===== src/rtl/unidade_controle_ula.sv =====
// unidade_controle_ula: multi-cycle control FSM for the 16-bit ALU/PC datapath with external multiplier.
// Define CONTADOR_INSTR_EN to add the retired-instruction counter output instr_concluidas.
module unidade_controle_ula #(
  parameter int unsigned LIMITE_MULT = 32
) (
  input  logic        clock,
  input  logic        reset,
  output logic        instr_req,
  input  logic        instr_valido,
  input  logic [15:0] instr,
  output logic [3:0]  codop,
  output logic [1:0]  fontecp,
  output logic        reg_escrita,
  output logic [3:0]  reg_dest,
  output logic        mult_inicio,
  input  logic        mult_pronto,
  output logic        parado,
  output logic        erro_mult
`ifdef CONTADOR_INSTR_EN
  , output logic [31:0] instr_concluidas
`endif
);
  typedef enum logic [3:0] {
    BUSCA, DECODIFICA, EXECUTA, ESCREVE, SALTO, MULT_INICIO, MULT_ESPERA,
    MULT_BAIXO, MULT_ESC_BAIXO, MULT_ALTO, MULT_ESC_ALTO, PARADO
  } estado_t;
  estado_t st, nxt;
  logic [15:0] ir, ir_n;
  logic [7:0] cnt, cnt_n;
  logic erro_n;
  logic [3:0] op, op_n, rd_n;
  assign op = ir[15:12];
  assign op_n = ir_n[15:12];
  assign rd_n = ir_n[11:8];
  always_comb begin
    nxt = st;
    ir_n = ir;
    cnt_n = cnt;
    erro_n = erro_mult;
    case (st)
      BUSCA: if (instr_req && instr_valido) begin
        ir_n = instr;
        nxt = DECODIFICA;
      end
      DECODIFICA: nxt = op <= 4'hA ? EXECUTA :
                        (op == 4'hB || op == 4'hC) ? SALTO :
                        op == 4'hD ? MULT_INICIO :
                        op == 4'hE ? PARADO : BUSCA;
      EXECUTA: nxt = ESCREVE;
      MULT_INICIO: begin
        cnt_n = 8'd0;
        nxt = MULT_ESPERA;
      end
      MULT_ESPERA: if (mult_pronto) nxt = MULT_BAIXO;
      else begin
        cnt_n = cnt + 8'd1;
        if (cnt_n == 8'(LIMITE_MULT)) begin
          erro_n = 1'b1;
          nxt = PARADO;
        end
      end
      MULT_BAIXO: nxt = MULT_ESC_BAIXO;
      MULT_ESC_BAIXO: nxt = MULT_ALTO;
      MULT_ALTO: nxt = MULT_ESC_ALTO;
      ESCREVE, SALTO, MULT_ESC_ALTO: nxt = BUSCA;
      default: nxt = PARADO;
    endcase
  end
  // Outputs are registered from the state being entered, so each state's outputs are valid throughout it.
  always_ff @(posedge clock or posedge reset) begin
    if (reset) begin
      st <= BUSCA;
      ir <= '0;
      cnt <= '0;
      instr_req <= 1'b0;
      codop <= 4'b1111;
      fontecp <= 2'b10;
      reg_escrita <= 1'b0;
      reg_dest <= 4'd0;
      mult_inicio <= 1'b0;
      parado <= 1'b0;
      erro_mult <= 1'b0;
`ifdef CONTADOR_INSTR_EN
      instr_concluidas <= '0;
`endif
    end else begin
      st <= nxt;
      ir <= ir_n;
      cnt <= cnt_n;
      instr_req <= nxt == BUSCA;
      codop <= (nxt inside {EXECUTA, ESCREVE, SALTO}) ? op_n :
               (nxt inside {MULT_BAIXO, MULT_ESC_BAIXO}) ? 4'b1101 :
               (nxt inside {MULT_ALTO, MULT_ESC_ALTO}) ? 4'b1110 : 4'b1111;
      fontecp <= (nxt inside {ESCREVE, MULT_ESC_ALTO} || (nxt == DECODIFICA && op_n == 4'hF)) ? 2'b00 :
                 nxt == SALTO ? 2'b01 : 2'b10;
      reg_escrita <= nxt inside {ESCREVE, MULT_ESC_BAIXO, MULT_ESC_ALTO};
      reg_dest <= nxt == MULT_ESC_ALTO ? rd_n + 4'd1 :
                  (nxt inside {ESCREVE, MULT_ESC_BAIXO}) ? rd_n : 4'd0;
      mult_inicio <= nxt == MULT_INICIO;
      parado <= nxt == PARADO;
      erro_mult <= erro_n;
`ifdef CONTADOR_INSTR_EN
      instr_concluidas <= instr_concluidas + 32'(fontecp != 2'b10);
`endif
    end
  end
endmodule


===== config.mk =====
export PLATFORM = sky130hd
export DESIGN_NAME = unidade_controle_ula
export DESIGN_NICKNAME = d
export VERILOG_FILES = /design/src/rtl/unidade_controle_ula.sv
export SDC_FILE = /design/constraint.sdc
export NUM_CORES = 1
export LEC_CHECK = 0
export CELL_PAD_IN_SITES_DETAIL_PLACEMENT = 0
export CELL_PAD_IN_SITES_GLOBAL_PLACEMENT = 2
export CORE_UTILIZATION = 29
export DETAILED_ROUTE_END_ITERATION = 10
export HOLD_SLACK_MARGIN = 0.06
export PLACE_DENSITY = 0.8
export SYNTH_ARGS = -nofsm -noshare
export SYNTH_HDL_FRONTEND = slang
export SYNTH_SLANG_ARGS = --single-unit

===== constraint.sdc =====
create_clock -name clock -period 1.9 [get_ports clock]
set_clock_uncertainty 0.05 [all_clocks]
set_input_delay 0.19 -clock clock [delete_from_list [all_inputs] [get_ports clock]]
set_output_delay 0.19 -clock clock [all_outputs]
set_load 0.05 [all_outputs]

==> metrics.cfg <==
[status]
status=complete, but fails checks
violations=setup timing

[floorplanning]
fp.dieW_um=83.4
pin_count=35
fp-row-count=29
fp.dieH_um=83.4
coreArea_um2=6390
dieArea_um2=6960
initial_core_util_pct=30.1

[power_and_ir_drop]
power_density_nw_per_um2=1810
p_leak_nw=1.34
p_seq_share_pct=25.6
sw_frac_of_total_pct=42.1
power_frac_clock_pct=9.7
switchingPower_w=0.00223
p_comb_share_pct=64.7
ir_drop_v=0.000761
p_total_w=0.00530
p_int_w=0.00307

[cells_and_area]
fin_area_um2=2920
antenna_cells=0
drive_above_1_share_pct=44.6
synthToLayoutAreaGrowth_pct=51.9
nFillCells=623
layout.nets=301
fin_cells=357

[cts]
worstSkewPairLatency_ps=290
clock-sinks=35
cts_root_buf=clkbuf_8
cts.htree.levels=2
ctsHoldBuffers=0
cts_tree=yes
cts_buffers=5
ctsLongestPathBuffers=2
clkTransAtPathRegs_ps=70

[timing]
worst_pin_slew_ps=501
max_freq_mhz=521
finalMaxSlewViolations=0
hold_viol=0
layout_min_cycle_time_ps=1920
finalCritPeriodShare_pct=101
slew_headroom_pct=66.5
setup_slack_ps=-18.1
hold_ws_ps=251
rsz0062_at_grt=true
setup_tns_ps=-50.7
final-setup-viol-count=3

[setup_path]
start_kind=flip-flop
cp-end-kind=flip-flop
crit_path_max_fanout=5
crit_required_ps=2060
critical_path_class=reg2reg
r2r_cells=8
arrival_ps=2080

[synth]
ys_seq_area_share_pct=45.9
async_flop_share_pct=100
synth_fp_nets=217
ys_ff_latch=35
synth_ff_type=dfrtp_1
yosysUniqueCellTypes=63
yosys_warnings=0
synth_edf_count=0
syn_area_um2=1920
syn_area_per_cell_um2=9.86
synth_cells=195

[route]
drc=0
firstDrtPassIters=4
drt_iter0_markers=59
avgViaCountPerCell=4.93
routedWlPerCell_um=13.8
final_antenna_net_count=0
route.vias.total=1761
routed_wl_mm=4.93

[grt]
grtUsageTotal_pct=15.1
grt_max_degree=36
grt_pass1_vias=1738
grt-busiest-layer=met2
grt_pass1_wl_mm=8.29
gr-total-overflow=0
antenna_found_initial=0
met2_usage_pct=26.3
met3_usage_pct=2.88
grtUsageMet1_pct=18.6

[job]
max_cap_violations=0

[min_path]
hold_path_class=in2async

[placed_design]
dp_cells=336
portBuffers=26
dpl_cell_area_um2=2590
place_hpwl_mm=3.49
gp_congestion=0.783

-- power by group through the flow --
stage / clock [W] / sequential, W / combinational, W
3_5_place_dp: 0 / 0.00134 / 0.00283
4_1_cts: 0.000531 / 0.00135 / 0.00307
5_1_grt: 0.000580 / 0.00140 / 0.00368
2_1_floorplan: 0 / 0.00165 / 0.00138
3_3_place_gp: 0 / 0.00133 / 0.00282
6_report: 0.000514 / 0.00136 / 0.00343
-- final cells by class --
class / count / area [um2] / share of cell area, %
clock inverter: 1 / 5.00 / 0.171
multi-input combinational: 137 / 1080 / 37.1
inverter: 13 / 48.8 / 1.67
timing repair buffer: 87 / 724 / 24.8
clock buffer: 7 / 76.3 / 2.61
tap: 77 / 96.3 / 3.30
sequential: 35 / 887 / 30.4
-- registers in the layout (all words and copies together) (netlist names) --
| signal | count |
|---|---|
| mult_inicio | 1 |
| cnt | 8 |
| instr_req | 1 |
| fontecp | 2 |
| st | 4 |
| ir | 8 |
| codop | 4 |
| erro_mult | 1 |
| reg_dest | 4 |
| parado | 1 |
| reg_escrita | 1 |
-- Yosys cell counts (all sizes together) (3+ instances only) --
cell type,n,area share (%)
o41ai,3,1.4
or2,4,1.3
o21a,3,1.2
nor3,5,1.6
o21ai,11,2.9
nand2,16,3.3
buf,8,2.9
a31oi,3,0.98
mux2i,6,3.1
a21oi,7,1.8
a211oi,3,1.4
inv,13,2.5
mux2,3,1.8
nand4,3,0.98
dfrtp,30,39
nand3,8,2.1
nor2b,5,2.0
dfstp,5,6.8
and3,4,1.4
nor2,13,2.7
-- metal layers --
metal | vias up | part of all wire [%]
met5 | - | 0
met2 | 24 | 51
li1 | 884 | -
met1 | 846 | 44
met3 | 7 | 3.0
met4 | 0 | 1.7
-- kinds of logic after synthesis --
| family | share of synthesized area, % |
|---|---|
| flip-flops | 45.9 |
| buffers and inverters | 5.92 |
| AND/OR/NAND/NOR | 21.3 |
| adder cells (fa/ha/maj) | 1.30 |
| multiplexers | 4.88 |
| AO/OA/AOI/OAI | 19.8 |
| XOR/XNOR | 0.911 |
-- what timing repair did --
action	CTS	global route
setup endpoints to repair	8	11
pin swaps	20	8
cloned	1	0
setup buffers	7	6
resized for setup	20	17
-- cell usage in the layout, fill, tap and decap left out, types with 5 or more instances in the layout --
cell type / Yosys / routed
dfstp_2: 5 / 5
o21ai_0: 9 / 9
nor2_1: 12 / 8
buf_4: 4 / 59
a21oi_1: 7 / 5
clkbuf_8: 0 / 5
buf_6: 1 / 5
inv_1: 12 / 9
dfrtp_1: 30 / 26
nand2_1: 15 / 13
clkdlybuf4s50_1: 0 / 22
nand3_1: 8 / 8
-- per-stage QoR --
step	utilization [%]	setup WS, ps
floorplan	-	6.25
global placement	40.5	-93.5
detailed placement	40.5	-114
CTS	43.7	-8.11
global route	45.7	-85.1
finish	45.7	-18.1
-- critical path, cell delays in order (launching register included) --
cell	delay [ps]
dfrtp_1	430
buf_6	150
nor2b_4	140
or2_4	250
o22ai_4	240
nand2_2	100
o31ai_2	240
buf_4	160
a22oi_1	60
-- path summary, 6_finish.rpt --
| kind | start | end | slack [ps] |
|---|---|---|---|
| worst max register to register | st[0] | codop[0] | -20 |
| worst max-delay path | st[0] | codop[0] | -20 |
| max in group asynchronous | reset | fontecp[1] | 1200 |
| worst min-delay path | reset | cnt[6] | 250 |
| worst min register to register | cnt[7] | cnt[7] | 460 |
| min in group clock | cnt[7] | cnt[7] | 460 |
(Power assumes the default switching activity.)
